===== config.mk =====
export PLATFORM = sky130hd
export DESIGN_NAME = run_launcher_flat
export DESIGN_NICKNAME = d
export VERILOG_FILES = /design/src/rtl/run_launcher_if.sv /design/src/rtl/run_launcher.sv /design/src/flat_wrapper.sv
export SDC_FILE = /design/constraint.sdc
export NUM_CORES = 1
export LEC_CHECK = 0
export BUFFER_PORTS_ARGS = -buffer_cell sky130_fd_sc_hd__buf_2
export CORE_UTILIZATION = 40
export CTS_BUF_LIST = sky130_fd_sc_hd__clkbuf_8
export CTS_CLUSTER_SIZE = 28
export DETAILED_ROUTE_END_ITERATION = 10
export PLACE_DENSITY = 0.62
export REMOVE_ABC_BUFFERS = 1
export SLEW_MARGIN = 20
export SYNTH_ARGS = -nofsm -noshare
export SYNTH_HDL_FRONTEND = slang
export SYNTH_SLANG_ARGS = --single-unit

===== constraint.sdc =====
create_clock -name clk -period 4.8 [get_ports clk]
set_clock_uncertainty 0.15 [all_clocks]
set_input_delay 0.96 -clock clk [delete_from_list [all_inputs] [get_ports clk]]
set_output_delay 0.96 -clock clk [all_outputs]
set_load 0.02 [all_outputs]

===== src/rtl/run_launcher_if.sv =====
// Signal bundle between run_launcher (master) and the board inputs / cycle-count controller (slave).
interface run_launcher_if #(
  parameter int CW = 11
);
  // go is a level whose rising edge requests a run. start is a single-cycle
  // pulse, and done then stays high until ctrl_clear. clock_count is valid
  // whenever done=1. There is no ready/backpressure path.
  logic          go;
  logic          done;
  logic [CW-1:0] clock_count;
  logic          ctrl_clear;
  logic          start;
  logic          busy;
  logic          result_valid;
  logic [CW-1:0] result_count;
  logic          timeout;
  logic [7:0]    run_count;
  logic          mismatch;

  modport master (
    input  go, done, clock_count,
    output ctrl_clear, start, busy, result_valid, result_count,
           timeout, run_count, mismatch
  );

  modport slave (
    output go, done, clock_count,
    input  ctrl_clear, start, busy, result_valid, result_count,
           timeout, run_count, mismatch
  );
endinterface


===== src/rtl/run_launcher.sv =====
// Clears the cycle-count controller, pulses start, waits for done under a watchdog, captures the count.
// Optional expected-count check is built only when RUN_LAUNCHER_CHECK_EN is defined.
module run_launcher #(
  parameter int CW           = 11,
  parameter int CLEAR_CYCLES = 2,
  parameter int TIMEOUT      = 2047
`ifdef RUN_LAUNCHER_CHECK_EN
  ,
  parameter int EXPECT_COUNT = 74
`endif
) (
  input  logic               clk,
  input  logic               reset,
  run_launcher_if.master     bus,
  output logic [1:0]         state_o
);

  typedef enum logic [1:0] {
    IDLE   = 2'd0,
    CLEAR  = 2'd1,
    LAUNCH = 2'd2,
    WAIT   = 2'd3
  } state_e;

  localparam logic [3:0]  CLR_LAST = 4'(CLEAR_CYCLES - 1);
  localparam logic [11:0] WD_LAST  = 12'(TIMEOUT - 1);

  state_e        state_q, state_d;
  logic [3:0]    clr_cnt_q, clr_cnt_d;
  logic [11:0]   wd_q, wd_d;
  logic          go_q;
  logic          go_edge;
  logic          accept, capture, abort;

  logic          ctrl_clear_q, ctrl_clear_d;
  logic          start_q, start_d;
  logic          busy_q, busy_d;
  logic          result_valid_q, result_valid_d;
  logic [CW-1:0] result_count_q, result_count_d;
  logic          timeout_q, timeout_d;
  logic [7:0]    run_count_q, run_count_d;

  assign go_edge = bus.go & ~go_q;

  always_comb begin
    state_d   = state_q;
    clr_cnt_d = clr_cnt_q;
    wd_d      = wd_q;
    accept    = 1'b0;
    capture   = 1'b0;
    abort     = 1'b0;
    case (state_q)
      IDLE: begin
        clr_cnt_d = '0;
        if (go_edge) begin
          accept  = 1'b1;
          state_d = CLEAR;
        end
      end
      CLEAR: begin
        clr_cnt_d = clr_cnt_q + 4'd1;
        if (clr_cnt_q == CLR_LAST) state_d = LAUNCH;
      end
      LAUNCH: begin
        wd_d    = '0;
        state_d = WAIT;
      end
      WAIT: begin
        // done wins over the watchdog when both land in the same cycle
        if (bus.done) begin
          capture = 1'b1;
          state_d = IDLE;
        end else if (wd_q == WD_LAST) begin
          abort   = 1'b1;
          state_d = IDLE;
        end else begin
          wd_d = wd_q + 12'd1;
        end
      end
      default: state_d = IDLE;
    endcase
  end

  // Outputs are registered from the next state so they line up with it.
  always_comb begin
    ctrl_clear_d   = (state_d == CLEAR) | abort;
    start_d        = (state_d == LAUNCH);
    busy_d         = (state_d != IDLE);
    result_valid_d = accept ? 1'b0 : (capture ? 1'b1 : result_valid_q);
    timeout_d      = accept ? 1'b0 : (abort ? 1'b1 : timeout_q);
    result_count_d = capture ? bus.clock_count : result_count_q;
    run_count_d    = capture ? run_count_q + 8'd1 : run_count_q;
  end

  always_ff @(posedge clk or negedge reset) begin
    if (!reset) begin
      state_q        <= IDLE;
      clr_cnt_q      <= '0;
      wd_q           <= '0;
      go_q           <= 1'b1;
      ctrl_clear_q   <= 1'b0;
      start_q        <= 1'b0;
      busy_q         <= 1'b0;
      result_valid_q <= 1'b0;
      result_count_q <= '0;
      timeout_q      <= 1'b0;
      run_count_q    <= '0;
    end else begin
      state_q        <= state_d;
      clr_cnt_q      <= clr_cnt_d;
      wd_q           <= wd_d;
      go_q           <= bus.go;
      ctrl_clear_q   <= ctrl_clear_d;
      start_q        <= start_d;
      busy_q         <= busy_d;
      result_valid_q <= result_valid_d;
      result_count_q <= result_count_d;
      timeout_q      <= timeout_d;
      run_count_q    <= run_count_d;
    end
  end

`ifdef RUN_LAUNCHER_CHECK_EN
  localparam logic [CW-1:0] EXP_C = CW'(EXPECT_COUNT);
  logic mismatch_q, mismatch_d;

  always_comb begin
    mismatch_d = mismatch_q;
    if (accept)       mismatch_d = 1'b0;
    else if (capture) mismatch_d = (bus.clock_count != EXP_C);
  end

  always_ff @(posedge clk or negedge reset) begin
    if (!reset) mismatch_q <= 1'b0;
    else        mismatch_q <= mismatch_d;
  end

  assign bus.mismatch = mismatch_q;
`else
  assign bus.mismatch = 1'b0;
`endif

  assign bus.ctrl_clear   = ctrl_clear_q;
  assign bus.start        = start_q;
  assign bus.busy         = busy_q;
  assign bus.result_valid = result_valid_q;
  assign bus.result_count = result_count_q;
  assign bus.timeout      = timeout_q;
  assign bus.run_count    = run_count_q;
  assign state_o          = state_q;

endmodule


===== src/flat_wrapper.sv =====
// flat-port wrapper written by rule: the top's interface ports become plain ports
module run_launcher_flat 
#(
  parameter int CW           = 11,
  parameter int CLEAR_CYCLES = 2,
  parameter int TIMEOUT      = 2047

)
  (clk, reset, state_o, bus_go, bus_done, bus_clock_count, bus_ctrl_clear, bus_start, bus_busy, bus_result_valid, bus_result_count, bus_timeout, bus_run_count, bus_mismatch);
  run_launcher_if #(.CW(CW)) bus_i ();
  input  logic clk;
  input  logic reset;
  output logic [1:0] state_o;
  input wire logic [$bits(bus_i.go)-1:0] bus_go;
  input wire logic [$bits(bus_i.done)-1:0] bus_done;
  input wire logic [$bits(bus_i.clock_count)-1:0] bus_clock_count;
  output wire logic [$bits(bus_i.ctrl_clear)-1:0] bus_ctrl_clear;
  output wire logic [$bits(bus_i.start)-1:0] bus_start;
  output wire logic [$bits(bus_i.busy)-1:0] bus_busy;
  output wire logic [$bits(bus_i.result_valid)-1:0] bus_result_valid;
  output wire logic [$bits(bus_i.result_count)-1:0] bus_result_count;
  output wire logic [$bits(bus_i.timeout)-1:0] bus_timeout;
  output wire logic [$bits(bus_i.run_count)-1:0] bus_run_count;
  output wire logic [$bits(bus_i.mismatch)-1:0] bus_mismatch;
  assign bus_i.go = bus_go;
  assign bus_i.done = bus_done;
  assign bus_i.clock_count = bus_clock_count;
  assign bus_ctrl_clear = bus_i.ctrl_clear;
  assign bus_start = bus_i.start;
  assign bus_busy = bus_i.busy;
  assign bus_result_valid = bus_i.result_valid;
  assign bus_result_count = bus_i.result_count;
  assign bus_timeout = bus_i.timeout;
  assign bus_run_count = bus_i.run_count;
  assign bus_mismatch = bus_i.mismatch;
  run_launcher #(.CW(CW), .CLEAR_CYCLES(CLEAR_CYCLES), .TIMEOUT(TIMEOUT)) u_core (.clk(clk), .reset(reset), .bus(bus_i), .state_o(state_o));
endmodule

==> results.json, run 1 <==
{
  "hold_class": "reg -> reg",
  "fin_util_pct": 48.2,
  "nFillCells": 515,
  "grtUsageMet2_pct": 26.8,
  "initial_core_util_pct": 41.4,
  "die_h_um": 74.5,
  "startpoint_type": "flop",
  "synthToLayoutAreaGrowth_pct": 16.5,
  "drcViolationCount": 0,
  "ant_nets": 0,
  "drive_gt1_share_pct": 22.9,
  "slew_headroom_pct": 35.3,
  "powerDensity_mw_per_mm2": 524,
  "die_w_um": 74.5,
  "cts_buffers": 5,
  "finalWirelength_um": 4270,
  "worst-path-buf-inv": 2,
  "cp_max_fo": 19,
  "period_minus_slack_ns": 2.50,
  "cp_top_family": "flip-flops",
  "outcome": "complete, no violations",
  "gp_congestion": 0.800,
  "rsz0062_at_grt": "no",
  "io_pins": 42,
  "first_pass_iters": 4,
  "crit_required_ns": 3.69,
  "avgSynthCellArea_sq_um": 9.82,
  "fin_crit_sh_pct": 52.0,
  "clkLatencyLatePin_ns": 0.29,
  "yosysWarningCount": 0,
  "critPathKind": "reg -> out",
  "post-cts-setup-buffers": 0,
  "final_common_cell": "nand2_1",
  "path_cells": "buf_4, buf_2",
  "numPortBuffers": 40,
  "rows": 26,
  "final_cell_mix": "52 x nand2_1, 42 x dfrtp_1, 40 x buf_2",
  "drv_cap": 0,
  "cts_resized": 0,
  "multi_input_area_sq_um": 953,
  "vias": 1674,
  "core_area_sq_mm": 0.00507,
  "grtUsageMet3_pct": 3.79,
  "fp.dieArea_sq_mm": 0.00555,
  "crit_slowest_cell": "dfrtp_1",
  "busiest_layer": "met2",
  "yosysSeqAreaShare_pct": 51.3,
  "p_leak_uw": 0.00122,
  "htreeDepth": 2,
  "nets": 273,
  "clkSinkCount": 43,
  "synth-edff-count": 0,
  "grt_use_total_pct": 16.2,
  "ys_seq_elements": 43,
  "clk_path_buf_depth": 2,
  "slew_viol_final": 0,
  "setup_violations": 0,
  "grt_pass1_wl_um": 6910,
  "grt_max_degree": 44,
  "synthCells": 214,
  "cts_tree": "yes",
  "cts-root-buf": "clkbuf_8",
  "syn_area_sq_mm": 0.00210,
  "fmax_ghz": 0.401,
  "dpl.hpwl_um": 2930,
  "hold_violations": 0,
  "viasPerCell": 5.18,
  "groute.layer.met1.usage_pct": 21.3,
  "synth-async-reset-ratio_pct": 100,
  "postCtsHoldBufs": 0,
  "drt_iter0_drc": 69,
  "critPathCaptureType": "output port",
  "grt-ovfl-total": 0,
  "vdd_drop_max_uv": 221,
  "regArea_sq_mm": 0.00108,
  "synth-main-ff-cell": "dfrtp_1",
  "antenna_found_initial": 0,
  "n_antenna_cell": 0,
  "grt_pass1_vias": 1498,
  "path_clk_slew_ns": 0.08,
  "ys_types": 48,
  "arrival_ns": 1.39,
  "avgRoutedWirePerCell_um": 13.2,
  "setup_tns_ns": 0,
  "tightest_slew_ns": 0.970,
  "slowest_delay_ns": 0.59
}
[cell families (layout without fill, tap and decap cells)]
kind of cell,Yosys count,after routing,synth area share (%)
xor+xnor,7,7,2.92
buf+inv,17,56,3.34
compound gates,33,33,12.0
mux,3,3,1.43
flops,43,43,51.3
fa+ha+maj,5,5,2.98
simple gates,105,105,25.9
other cells,1,1,0.179
[layout make-up]
class / count / share of cell area (%)
inverter: 7 / 1.07
multi-input combinational: 154 / 39.0
sequential: 43 / 44.0
tap: 70 / 3.58
clock inverter: 1 / 0.204
clock buffer: 6 / 3.37
timing repair buffer: 42 / 8.79
[power breakdown]
part	internal [uW]	switching, uW
clock	113	117
sequential	468	93.0
combinational	170	320
total	751	530
[synthesized netlist by cell type (all sizes together) (2+ instances only)]
master,number,area [sq um]
nand2,52,195
buf,4,21.3
and3,5,32.5
nor2b,4,25.0
ha,5,62.6
a21oi,6,33.8
nand2b,6,37.5
nand4,8,65.1
xnor2,7,61.3
mux2i,3,30.0
dfrtp,42,1050
inv,7,26.3
a311o,3,30.0
clkbuf,6,22.5
o311ai,2,17.5
nor2,5,18.8
o21ai,9,45.0
a21o,2,16.3
a31oi,4,25.0
nand3,10,50.1
nor3,4,20.0
[metrics by stage]
step	hold WS (ns)	instance area (sq um)	instances	power [uW]	setup WS, ns
floorplan	0.340	2060	204	878	2.66
global placement	0.303	2360	316	1050	2.40
detailed placement	0.307	2360	316	1060	2.36
CTS	0.327	2450	323	1300	2.27
global route	0.355	2450	323	1380	2.22
finish	0.323	2450	323	1280	2.30
[tightest hold or removal path, stage by stage (launching register included)]
cell,delay [ns]
dfrtp_1,0.34
nand2_1,0.05
nand2_1,0.06
[layer usage]
metal  up-vias  share of wire, %
met5         -                 0
met4         0              0.49
met3         4               5.1
met2        49                47
met1       794                47
li1        827                 -
[worst paths after layout]
kind / startpoint / to / slack [ns] / depth (start not counted)
min: u_core.bus.result_count[1] / u_core.bus.result_count[1] / 0.32 / 2
min reg2reg: u_core.bus.result_count[1] / u_core.bus.result_count[1] / 0.32 / 2
max in group asynchronous: reset / u_core.wd_q[4] / 3.23 / 1
min in group asynchronous: reset / u_core.bus.run_count[7] / 0.67 / 1
max: u_core.state_o[1] / state_o[1] / 2.30 / 2
max reg2reg: u_core.wd_q[0] / u_core.wd_q[6] / 2.83 / 6
[registers in the layout, indices dropped and copies added (netlist names)]
signal                   count
u_core.bus.start             1
u_core.clr_cnt_q             4
u_core.wd_q                 12
u_core.bus.run_count         8
u_core.state_o               2
u_core.bus.timeout           1
u_core.bus.busy              1
u_core.bus.result_count     11
u_core.bus.ctrl_clear        1
u_core.go_q                  1
u_core.bus.result_valid      1
Power figures use the tool's default switching activity.
==> run 2: changes to the inputs <==
Clock period 4.8 ns to 2.55 ns, I/O delays scaled along.
==> run 2 against run 1 <==
- final area up 2.8%
- final cell count up 1.2%
- count of clock-buffer cells in the layout down 1
- combinational power up 89%
- core utilization up 1.3 points
- clock power rose to 2.7 times the previous value
- global-route usage up 0.29 points
- power up 100%
- first-iteration DRC count up 12%
- largest power group unchanged
- critical path depth up 4
- via count about the same
==> results.json, run 2 (synthesized netlist as in run 1, its figures left out) <==
{
  "outcome": "complete, no violations",
  "path_clk_slew_ns": 0.08,
  "cts-root-buf": "clkbuf_8",
  "routed-wl-met3_um": 215,
  "drv_cap": 0,
  "postCtsHoldBufs": 0,
  "finalWirelength_um": 4190,
  "cts_resized": 0,
  "drt_iter0_drc": 77,
  "critPathKind": "reg -> reg",
  "cp_max_fo": 9,
  "dpl.hpwl_um": 2930,
  "clkLatencyLatePin_ns": 0.30,
  "grt-ovfl-total": 0,
  "path_cells": "inv_1, ha_1, nand4b_2, o31ai_4, a21oi_2, o2111a_1",
  "n_antenna_cell": 0,
  "antenna_found_initial": 0,
  "final_cell_mix": "52 x nand2_1, 42 x dfrtp_1, 40 x buf_2",
  "p_leak_uw": 0.00125,
  "drive_gt1_share_pct": 23.7,
  "highest_layer": "met4",
  "grt_pass1_vias": 1518,
  "cts_tree": "yes",
  "crit_required_ns": 2.59,
  "final_common_cell": "nand2_1",
  "slew_headroom_pct": 64.0,
  "avgRoutedWirePerCell_um": 12.8,
  "vias": 1675,
  "io_pins": 42,
  "rsz0062_at_grt": "no",
  "largest_reg_flops": 12,
  "grt_max_degree": 44,
  "setup_slack_ns": 0.627,
  "reg2reg_from": "u_core.wd_q[0]",
  "die_w_um": 74.5,
  "met1_length_um": 2050,
  "reg2reg_to": "u_core.wd_q[6]",
  "rows": 26,
  "fin_crit_sh_pct": 75.4,
  "first_pass_iters": 4,
  "cp_top_family": "compound AO/OA/AOI/OAI gates",
  "fmax_ghz": 0.520,
  "top_register": "u_core.wd_q",
  "critPathCaptureType": "flop",
  "viasPerCell": 5.12,
  "setup_tns_ns": 0,
  "arrival_ns": 1.96,
  "slowest_delay_ns": 0.43,
  "crit_slowest_cell": "dfrtp_1",
  "powerDensity_mw_per_mm2": 1040,
  "met2WireLength_um": 1870,
  "cts_buffers": 5,
  "ff2ff_setup_slack_ns": 0.63,
  "nets": 276,
  "numPortBuffers": 40,
  "vdd_drop_max_uv": 377,
  "fp.dieArea_sq_mm": 0.00555,
  "initial_core_util_pct": 41.4,
  "place_ws_ns": 0.627,
  "tightest_slew_ns": 0.540,
  "clkSinkCount": 43,
  "slew_viol_final": 0,
  "htreeDepth": 2,
  "die_h_um": 74.5,
  "drcViolationCount": 0,
  "synthToLayoutAreaGrowth_pct": 19.7,
  "period_minus_slack_ns": 1.92,
  "hold_class": "in -> async",
  "rr_worst_depth": 6,
  "grt_pass1_wl_um": 6980,
  "startpoint_type": "flop",
  "grt_use_total_pct": 16.5,
  "setup_violations": 0,
  "core_area_sq_mm": 0.00507,
  "post-cts-setup-buffers": 0,
  "hold_violations": 0,
  "ant_nets": 0,
  "gp_congestion": 0.870,
  "worst-path-buf-inv": 1,
  "clk_path_buf_depth": 2
}
==> run 2: where the power goes <==
part	total, uW	switching [uW]	leakage [uW]	internal [uW]
Sequential	1070	191	0.000558	880
Clock	622	235	0.0000695	388
Combinational	928	591	0.000625	337
==> run 2: metrics by stage <==
stage	hold WS [ns]	power, uW	area [sq um]	cells	utilization, %
floorplan	0.0644	1650	2060	204	-
global placement	0.303	2010	2380	319	46.9
detailed placement	0.308	2020	2380	319	46.9
CTS	0.148	2650	2510	327	49.6
global route	0.142	2830	2510	327	49.6
finish	0.119	2620	2510	327	49.6
==> run 2: layer usage <==
| layer | vias to the layer above | global-route usage [%] |
|---|---|---|
| met2 | 45 | 26.6 |
| met4 | 0 | 5.66 |
| met5 | - | 0 |
| met1 | 800 | 21.4 |
| met3 | 6 | 4.47 |
| li1 | 824 | - |
==> run 2: worst max-delay path by stage <==
stage	endpoint	slack (ns)	start	cells past startpoint
finish	u_core.wd_q[6]	0.63	u_core.wd_q[0]	6
global route	u_core.wd_q[2]	0.40	u_core.wd_q[0]	6
CTS	u_core.wd_q[6]	0.61	u_core.wd_q[0]	6
detailed placement	u_core.wd_q[9]	0.63	bus_done	5
global placement	u_core.wd_q[9]	0.63	bus_done	5
floorplan	u_core.wd_q[6]	0.41	u_core.state_o[1]	3
==> run 2: area by class of cell <==
class                      count  area (sq um)
sequential                    43          1080
tap                           70          87.6
clock inverter                 3          63.8
multi-input combinational    154           953
inverter                       7          26.3
fill                         475          2560
clock buffer                   5          68.8
timing repair buffer          45           238
==> run 3: changes to the inputs <==
Clock period 2.55 ns to 1.82 ns, I/O delays scaled along.
==> run 3 against run 2 <==
- final cell count is 3.1% higher
- register-to-register slack worse by 0.55 ns
- combinational power up 54%
- critical path type unchanged
- via count up 3.9%
- hold slack worse by 0.098 ns
- routed wire length increased by 3.3%
- global-route usage grew 0.26 points
==> results.json, run 3 (synthesized netlist as in run 1, its figures left out) <==
{
  "cp_max_fo": 6,
  "period_minus_slack_ns": 1.75,
  "hold_violations": 0,
  "grt_max_degree": 44,
  "drcViolationCount": 0,
  "hold_class": "in -> reg",
  "outcome": "complete, no violations",
  "initial_core_util_pct": 41.4,
  "ant_nets": 0,
  "whs_ns": 0.0214,
  "htreeDepth": 2,
  "largest_reg_flops": 12,
  "reg2reg_from": "u_core.wd_q[0]",
  "setup.worst_path.start": "u_core.wd_q[0]",
  "cts-root-buf": "clkbuf_8",
  "critPathCaptureType": "flop",
  "antenna_found_initial": 0,
  "n_antenna_cell": 0,
  "gp_congestion": 0.850,
  "final_common_cell": "nand2_1",
  "clk_path_buf_depth": 2,
  "fin_crit_sh_pct": 96.0,
  "fp.dieArea_sq_mm": 0.00555,
  "first_pass_iters": 4,
  "powerDensity_mw_per_mm2": 1330,
  "clkLatencyLatePin_ns": 0.29,
  "core_area_sq_mm": 0.00507,
  "clkSinkCount": 43,
  "final_cells": 337,
  "reg2reg_to": "u_core.wd_q[7]",
  "grt-ovfl-total": 0,
  "grt_use_total_pct": 16.8,
  "setup_violations": 0,
  "rr_worst_depth": 6,
  "power.total_uw": 3520,
  "io_pins": 42,
  "crit_required_ns": 1.89,
  "p_leak_uw": 0.00130,
  "nets": 287,
  "synthToLayoutAreaGrowth_pct": 25.6,
  "vias": 1741,
  "drive_gt1_share_pct": 30.0,
  "endpoint": "u_core.wd_q[7]",
  "slew_headroom_pct": 66.8,
  "finalWirelength_um": 4330,
  "final_cell_mix": "52 x nand2_1, 40 x buf_2, 40 x dfrtp_1",
  "die_h_um": 74.5,
  "dpl.hpwl_um": 2940,
  "path_clk_slew_ns": 0.08,
  "critPathKind": "reg -> reg",
  "cts_tree": "yes",
  "ff2ff_setup_slack_ns": 0.07,
  "fmax_ghz": 0.572,
  "tightest_slew_ns": 0.497,
  "avgRoutedWirePerCell_um": 12.9,
  "top_register": "u_core.wd_q",
  "viasPerCell": 5.17,
  "vdd_drop_max_uv": 522,
  "drt_iter0_drc": 56,
  "placed_cells": 324,
  "fin_util_pct": 52.0,
  "place_area_sq_mm": 0.00243,
  "startpoint_type": "flop",
  "design_area_sq_mm": 0.00264,
  "cts_buffers": 5,
  "die_w_um": 74.5,
  "grt_pass1_wl_um": 7110,
  "drv_cap": 0,
  "rows": 26,
  "arrival_ns": 1.82,
  "slew_viol_final": 0,
  "grt_pass1_vias": 1535,
  "numPortBuffers": 40
}
==> run 3: where the power goes <==
group	switching, uW	leakage, uW	internal [uW]	total, uW
Combinational	900	0.000700	532	1430
Sequential	245	0.000555	1240	1480
Clock	308	0.0000470	298	606
Total	1450	0.00130	2070	3520
==> run 3: area by class of cell <==
cell class	count	area (sq um)
flip-flops and latches	43	1080
fillers	471	2440
clock inverters	1	5.00
multi-input cells	154	1010
inverters	7	26.3
well taps	70	87.6
clock buffers	6	82.6
repair buffers	56	343
==> run 3: per-layer routing <==
metal / vias to the layer above / global-route usage [%] / share of wire [%]
met3: 10 / 3.79 / 5.0
met5: - / 0 / 0
met1: 820 / 21.7 / 49
met4: 0 / 5.66 / 1.5
li1: 857 / - / -
met2: 54 / 27.7 / 45
==> run 3: metrics by stage <==
| stage | setup WS [ns] | TNS, ns |
|---|---|---|
| after floorplan | -0.321 | -2.13 |
| after global placement | 0.0255 | 0 |
| after detailed placement | 0.00149 | 0 |
| after CTS | 0.00353 | 0 |
| after global routing | -0.00398 | -0.00398 |
| final | 0.0723 | 0 |
==> run 3: worst max-delay path, stage by stage, from the launching register on <==
cell and delay (ns):
dfrtp_2 0.45, buf_4 0.15, and4b_2 0.25, and2_1 0.18, buf_4 0.13, a41o_1 0.23, a21oi_2 0.13
==> run 3: worst min path at each step <==
stage,from,to,slack (ns),cells after the start
2_1_floorplan,reset,u_core.bus.busy,-0.08,0
3_3_place_gp,reset,u_core.bus.run_count[7],0.21,2
3_5_place_dp,reset,u_core.bus.run_count[7],0.21,2
4_1_cts,bus_go,u_core.go_q,0.01,1
5_1_grt,bus_go,u_core.go_q,0.009,1
6_report,bus_go,u_core.go_q,0.02,1
==> run 3: repair_timing <==
action	4_1_cts	5_1_grt
gates resized for setup	4	11
setup buffers	3	2
endpoints found under the hold margin	42	0
endpoints found under the setup margin	7	9
pin swaps	2	4
hold buffers	1	0
